===== src/rtl/counter_updown_mod.sv =====
// Reloadable up/down modulo counter with compare match and load-range checking.
// Define COUNTER_SAT_EN to build the saturating variant (holds at the bounds, WRAP tied low).
module counter_updown_mod #(
  parameter int     WIDTH     = 8,
  parameter longint MODULUS   = 256,
  parameter longint RESET_VAL = 0
) (
  input  logic             CLK,
  input  logic             RESET,
  input  logic             ENA,
  input  logic             LOAD,
  input  logic             UP_DN,
  input  logic [WIDTH-1:0] DATA,
  input  logic [WIDTH-1:0] CMP,
  output logic [WIDTH-1:0] COUNT,
  output logic             TC,
  output logic             WRAP,
  output logic             MATCH,
  output logic             LOAD_ERR
);

  // One spare bit keeps MODULUS = 2**WIDTH representable without aliasing.
  localparam logic [WIDTH:0] MOD_EXT = (WIDTH+1)'(MODULUS);
  localparam logic [WIDTH:0] MAX_EXT = (WIDTH+1)'(MODULUS - 1);
  localparam logic [WIDTH:0] RST_EXT = (WIDTH+1)'(RESET_VAL);
  localparam logic [WIDTH:0] ONE_EXT = (WIDTH+1)'(1);

  logic [WIDTH:0] cnt_q;
  logic [WIDTH:0] cnt_d;
  logic [WIDTH:0] data_ext;
  logic [WIDTH:0] cmp_ext;
  logic           at_max;
  logic           at_zero;
  logic           wrap_evt_q;
  logic           wrap_evt_d;
  logic           wrap_q;
  logic           err_q;
  logic           err_d;

  assign data_ext = {1'b0, DATA};
  assign cmp_ext  = {1'b0, CMP};
  assign at_max   = (cnt_q == MAX_EXT);
  assign at_zero  = (cnt_q == '0);

  assign COUNT    = cnt_q[WIDTH-1:0];
  assign TC       = ENA & (UP_DN ? at_max : at_zero);
  assign MATCH    = (cmp_ext == cnt_q) && (cmp_ext < MOD_EXT);
  assign WRAP     = wrap_q;
  assign LOAD_ERR = err_q;

  always_comb begin
    cnt_d      = cnt_q;
    wrap_evt_d = 1'b0;
    err_d      = err_q;
    if (LOAD) begin
      if (data_ext < MOD_EXT) begin
        cnt_d = data_ext;
        err_d = 1'b0;
      end else begin
        cnt_d = MAX_EXT;
        err_d = 1'b1;
      end
    end else if (ENA) begin
      if (UP_DN) begin
        if (at_max) begin
`ifdef COUNTER_SAT_EN
          cnt_d = MAX_EXT;
`else
          cnt_d      = '0;
          wrap_evt_d = 1'b1;
`endif
        end else begin
          cnt_d = cnt_q + ONE_EXT;
        end
      end else begin
        if (at_zero) begin
`ifdef COUNTER_SAT_EN
          cnt_d = '0;
`else
          cnt_d      = MAX_EXT;
          wrap_evt_d = 1'b1;
`endif
        end else begin
          cnt_d = cnt_q - ONE_EXT;
        end
      end
    end
  end

  // The wrap event is staged once more so WRAP lands one cycle after the wrapped COUNT.
  always_ff @(posedge CLK) begin
    if (RESET) begin
      cnt_q      <= RST_EXT;
      wrap_evt_q <= 1'b0;
      wrap_q     <= 1'b0;
      err_q      <= 1'b0;
    end else begin
      cnt_q      <= cnt_d;
      wrap_evt_q <= wrap_evt_d;
      wrap_q     <= wrap_evt_q;
      err_q      <= err_d;
    end
  end

endmodule


===== config.mk =====
export PLATFORM = sky130hd
export DESIGN_NAME = counter_updown_mod
export DESIGN_NICKNAME = d
export VERILOG_FILES = /design/src/rtl/counter_updown_mod.sv
export SDC_FILE = /design/constraint.sdc
export NUM_CORES = 1
export LEC_CHECK = 0
export CORE_MARGIN = 1.5
export CORE_UTILIZATION = 46
export CTS_CLUSTER_SIZE = 20
export DETAILED_ROUTE_END_ITERATION = 6
export PLACE_DENSITY = 0.91
export SETUP_SLACK_MARGIN = 0.3
export SLEW_MARGIN = 5
export SYNTH_ARGS = -nofsm -noshare
export SYNTH_HDL_FRONTEND = slang
export SYNTH_SLANG_ARGS = --single-unit

===== constraint.sdc =====
create_clock -name CLK -period 2.9 [get_ports CLK]
set_clock_uncertainty 0.2 [all_clocks]
set_input_delay 0.29 -clock CLK [delete_from_list [all_inputs] [get_ports CLK]]
set_output_delay 0.29 -clock CLK [all_outputs]
set_load 0.02 [all_outputs]

==> run summary, run 1 <==
pin count of the biggest net entering global routing = 14
post-synthesis adder-cell area fraction = 2.448%
register area = 222.7 um^2
PortBufs = 31
min-delay worst type = reg2reg
Mapped Cells = 135
Cell Pwr Density = 365.8 nW/um^2
DR pass1 iterations = 4
critical path peak fanout = 10
synth warn = 0
Resize count post-CTS = 6
placed cell area = 1282 um^2
Simple-Gate Fraction of Synth Area = 28.27%
Post-DP HPWL = 1939 um
Min Clock Period, post-route = 2.478 ns
layout cells sized above 1 = 10.90%
biggest area consumer among synthesized cells = dfxtp_1
DRC viols = 0
Rows = 16
syn avg cell area = 7.572 um^2
Layout fillers = 173
#FFs+latches synth = 11
Die Span X = 50.14 um
Sum Neg Setup Slack = 0 ns
utilization after layout = 65.66%
main combinational cell family by area after synthesis = simple AND/OR/NAND/NOR gates
Detailed Route WL = 2678 um
mux contribution to synthesized area = 0%
internal power = 0.0003157 W
vias in the first global route = 919
Lkg Pwr = 0.4756 nW
total number of vias = 1090
first-pass GRT wire length = 4195 um
ys flop type = dfxtp_1
Fmax achieved = 403.6 MHz
Synth top area share = 21.54%
WS Path Type = reg2out
gpl congestion = 0.9137
Die Span Y = 50.14 um
initial antenna violation count = 0
fraction of registers with async set/reset = 0%
Final period util = 85.44%
grt ovf = 0
worst vdd ir = 0.2355 mV
I/O pin cnt = 33
die area = 2514 um^2
Total GRT Usage = 21.75%
n_diodes = 0
max_cap viols = 0
Seq/Total Area, Yosys = 21.54%
flop2flop setup slack = 0.71 ns
area taken by multi-input logic gates = 671.9 um^2
Max Root-Sink Buffers = 2
setup bufs post-CTS = 0
Clk Latency, worst-skew pair = 0.28 ns
Nets = 180
drt via density = 5.956
CTS root buf = clkbuf_4
DRT iter0 DRCs = 72
CTS Buf Count = 3
Netlist cell types = 44
design area = 1328 um^2
Worst Path Required = 2.41 ns
Worst-path clk slew = 0.08 ns
# hold bufs at CTS = 0
post-route ant nets = 0
TritonCTS clock tree = built
outcome = finished clean
Core Box Area = 2022 um^2
Area Growth Syn to Fin = 29.87%
combinational share of power = 38.0%
Post-Syn Area = 1022 um^2
Starting Density = 50.56%
Net Sw Power = 0.0001699 W
unrepaired setup endpoints after global routing = no
CP Launch Type = flop
Clk pwr share = 23.1%
CP endpoint kind = output port
Synth Area in Compound Gates = 21.79%
power share of the sequential group = 39.0%
synth top area cells = dfxtp_1 (22%), xnor2_1 (6.9%), buf_4 (6.6%)
endpoints failing hold = 0
EDFF count, synth = 0
Clock Sinks = 11
switching share of power = 34.99%
syn_nets = 158
crit path DAT = 1.99 ns
Final setup viols = 0
xor-xnor portion of the synthesized cell area = 11.14%
max-slew violation count = 0
wire length per cell = 14.63 um
Max H-tree Level = 1
-- Yosys cell counts (2+ instances only) --
master,number
ha_1,2
nor2b_1,4
a21oi_1,6
o31a_1,2
xor2_1,5
nand2_1,7
nor3_1,8
inv_1,5
and3_1,2
buf_6,2
or3_1,5
nand3_1,4
dfxtp_1,11
a211oi_1,4
nand4_1,2
nor4_1,4
o31ai_1,2
buf_4,9
nand3b_1,2
or4_1,2
clkbuf_1,4
buf_2,4
xnor2_1,8
o21ai_0,6
nor2_1,6
-- final timing paths --
check	startpoint	endpoint	cells past startpoint
setup / recovery	cnt_q[0]	TC	7
hold / removal	wrap_evt_q	WRAP	1
setup reg to reg	cnt_q[2]	cnt_q[3]	5
hold reg to reg	wrap_evt_q	WRAP	1
-- power groups by stage --
stage / registers (W) / clock network [W] / logic (W)
6_report: 0.000189 / 0.000112 / 0.000184
5_1_grt: 0.000191 / 0.000124 / 0.000197
4_1_cts: 0.000187 / 0.000116 / 0.000183
3_5_place_dp: 0.000190 / 0 / 0.000180
3_3_place_gp: 0.000189 / 0 / 0.000176
2_1_floorplan: 0.000172 / 0 / 0.000142
-- critical path, stage by stage, from the launching register on --
cell	delay (ns)
dfxtp_2	0.43
inv_1	0.08
ha_1	0.23
nor3b_2	0.18
and3_2	0.25
nor2_1	0.16
nor2b_1	0.06
dlygate4sd2_1	0.31
-- routing by layer --
metal / track usage (%) / share of wire (%) / vias to the layer above
met5: 0 / 0 / -
met4: 8.333 / 1.5 / 0
met3: 3.571 / 9.3 / 6
met2: 36.84 / 49 / 65
met1: 27.36 / 40 / 501
li1: - / - / 518
-- cell usage in the layout, fill, tap and decap left out, types with 2 or more instances in the layout --
cell type,count
clkdlybuf4s50_1,30
dfxtp_1,9
xnor2_1,8
nand2_1,7
nor3_1,7
nor2_1,6
o21ai_0,6
a21oi_1,6
buf_4,6
inv_1,5
xor2_1,5
or3_1,5
nand3_1,4
nor2b_1,4
a211oi_1,4
nor4_1,3
clkbuf_4,3
nand3b_1,2
nand4_1,2
o31a_1,2
o31ai_1,2
or4_1,2
ha_1,2
dfxtp_2,2
-- flip-flops by register name (all words and copies together), names as in the netlist --
register and flops:
cnt_q 9, wrap_evt_q 1, WRAP 1
-- per-stage QoR --
step | total power [W] | instances | setup WS [ns] | hold WS [ns]
CTS | 0.0004860 | 183 | 0.3830 | 0.2505
global route | 0.0005128 | 183 | 0.3351 | 0.2798
detailed placement | 0.0003698 | 179 | 0.1813 | 0.2246
finish | 0.0004856 | 183 | 0.4223 | 0.2470
floorplan | 0.0003135 | 135 | 0.7947 | 0.2138
global placement | 0.0003656 | 179 | 0.2245 | 0.2280
-- layout make-up --
type / count / area share, %
well taps: 27 / 2.545
flip-flops and latches: 11 / 16.78
multi-input cells: 99 / 50.61
clock buffers: 4 / 1.979
inverters: 5 / 1.414
repair buffers: 37 / 26.67
-- cell families after synthesis --
logic type               count (synthesis)
adder cells (fa/ha/maj)                  2
XOR/XNOR                                13
buffers and inverters                   25
other                                    1
flip-flops                              11
AND/OR/NAND/NOR                         52
AO/OA/AOI/OAI                           31
Power figures use the tool's default switching activity.
==> inputs of run 2 (changes only) <==
--- a/config.mk
+++ b/config.mk
@@ -5,7 +5,6 @@
 export SDC_FILE = /design/constraint.sdc
 export NUM_CORES = 1
 export LEC_CHECK = 0
-export CORE_MARGIN = 1.5
 export CORE_UTILIZATION = 46
 export CTS_CLUSTER_SIZE = 20
 export DETAILED_ROUTE_END_ITERATION = 6
==> run 2 against run 1 <==
Net effect: worst hold slack better by 0.0025 ns; combinational power about the same; critical path type unchanged; wire length up 3.5%; non-clock buffer count unchanged; flip-flop and latch count unchanged.
==> run summary, run 2 (synthesis results as in run 1) <==
Worst R2R Start = cnt_q[2] (unchanged)
slowest stage delay, CP = 0.45 ns (was 0.43 ns)
Final setup viols = 0 (unchanged)
# hold bufs at CTS = 0 (unchanged)
Layout fillers = 180 (was 173)
Relative slew margins = 64.66%
WS Path Type = reg2out (unchanged)
layout cells sized above 1 = 11.54% (was 10.90%)
Detailed Route WL = 2773 um (was 2678 um)
PortBufs = 31 (unchanged)
CP Launch Type = flop (unchanged)
number of flip-flops in the largest register = 9 (unchanged)
wire length per cell = 15.15 um (was 14.63 um)
Starting Density = 50.56% (unchanged)
Lkg Pwr = 0.4771 nW (was 0.4756 nW)
endpoints failing hold = 0 (unchanged)
Clock Sinks = 11 (unchanged)
CP cell instances = nor4_1, and3_2, nor2_1, nor2b_1, dlygate4sd2_1 (was inv_1, ha_1, nor3b_2, and3_2, nor2_1, nor2b_1, dlygate4sd2_1)
Area Growth Syn to Fin = 29.50% (was 29.87%)
Final period util = 87.93% (was 85.44%)
DR pass1 iterations = 4 (unchanged)
Sum Neg Setup Slack = 0 ns (unchanged)
Worst path slowest cell = dfxtp_1 (was dfxtp_2)
max-slew violation count = 0 (unchanged)
pin count of the biggest net entering global routing = 16 (was 14)
CTS Buf Count = 3 (unchanged)
first-pass GRT wire length = 4333 um (was 4195 um)
outcome = finished clean (unchanged)
grt ovf = 0 (unchanged)
largest register by flop count = cnt_q (unchanged)
Core Box Area = 2022 um^2 (unchanged)
commonest non-fill, non-tap cell in the layout = clkdlybuf4s50_1 (unchanged)
Fmax achieved = 392.2 MHz (was 403.6 MHz)
Die Span X = 49.14 um (was 50.14 um)
Die Span Y = 49.14 um (was 50.14 um)
max_cap viols = 0 (unchanged)
die area = 2415 um^2 (was 2514 um^2)
total number of vias = 1095 (was 1090)
Critical Path Start = cnt_q[2] (was cnt_q[0])
TritonCTS clock tree = built (unchanged)
unrepaired setup endpoints after global routing = yes (was no)
CTS root buf = clkbuf_4 (unchanged)
min-delay worst type = reg2reg (unchanged)
crit path DAT = 2.06 ns (was 1.99 ns)
Worst Path Required = 2.41 ns (about the same)
drt via density = 5.984 (was 5.956)
initial antenna violation count = 0 (unchanged)
hold slack = 0.2495 ns (was 0.2470 ns)
Clk Latency, worst-skew pair = 0.27 ns (was 0.28 ns)
most frequent cells in the layout = clkdlybuf4s50_1 (30), dfxtp_1 (8), xnor2_1 (8) (was clkdlybuf4s50_1 (30), dfxtp_1 (9), xnor2_1 (8))
worst-margin pin slew = 0.5167 ns
CP endpoint kind = output port (unchanged)
Max H-tree Level = 1 (unchanged)
post-route ant nets = 0 (unchanged)
critical path peak fanout = 12 (was 10)
Cell Pwr Density = 363.9 nW/um^2 (was 365.8 nW/um^2)
Post-DP HPWL = 2002 um (was 1939 um)
Total GRT Usage = 23.61% (was 21.75%)
DRC viols = 0 (unchanged)
Max Root-Sink Buffers = 2 (unchanged)
gpl congestion = 0.9110 (was 0.9137)
Min Clock Period, post-route = 2.550 ns (was 2.478 ns)
I/O pin cnt = 33 (unchanged)
Nets = 180 (unchanged)
vias in the first global route = 1003 (was 919)
Worst-path clk slew = 0.08 ns (about the same)
Final Power = 0.0004818 W (was 0.0004856 W)
min-delay src = wrap_evt_q (unchanged)
n_diodes = 0 (unchanged)
DRT iter0 DRCs = 46 (was 72)
Rows = 16 (unchanged)
worst vdd ir = 0.2820 mV (was 0.2355 mV)
run 2: final timing paths:
| check | depth (start not counted) | endpoint | slack, ns |
|---|---|---|---|
| min reg2reg | 1 | WRAP | 0.25 |
| min | 1 | WRAP | 0.25 |
| max | 5 | TC | 0.35 |
| max reg2reg | 5 | cnt_q[3] | 0.63 |
run 2: cell type report:
type,instances,area (um^2),share of cell area (%)
flip-flops and latches,11,224.0,16.92
clock buffers,3,22.52,1.701
inverters,5,18.77,1.418
clock inverters,1,5.005,0.3781
well taps,27,33.78,2.552
repair buffers,37,354.1,26.75
multi-input cells,99,665.6,50.28
run 2: repair_timing:
item,CTS,global route
setup endpoints to repair,1,2
gates resized for setup,3,4
buffers inserted,0,0
run 2: per-stage QoR:
step           std cells  instance area, um^2  setup WS [ns]  util, %
4_1_cts              183                 1315         0.3175    65.04
2_1_floorplan        135                 1022         0.7947        -
3_5_place_dp         179                 1282         0.1174    63.43
6_report             183                 1324         0.3501    65.47
5_1_grt              183                 1324         0.2830    65.47
3_3_place_gp         179                 1282         0.2091    63.43
run 2: power by group:
part,internal [W],switching [W]
Combinational,0.0000985,0.0000835
Sequential,0.000162,0.0000287
Clock,0.0000512,0.0000575
run 2: routing by layer:
layer / routed length (um) / GRT usage (%) / share of wire [%]
met1: 1089 / 25.95 / 39
met2: 1347 / 43.15 / 49
met3: 262 / 6.231 / 9.4
met4: 74 / 7.843 / 2.7
met5: 0 / 0 / 0
run 2: worst max-delay path: cells and delay by family (launching register included):
kind / cells / cell delay (ns)
simple gates: 4 / 0.99
flops: 1 / 0.45
buf+inv: 1 / 0.34
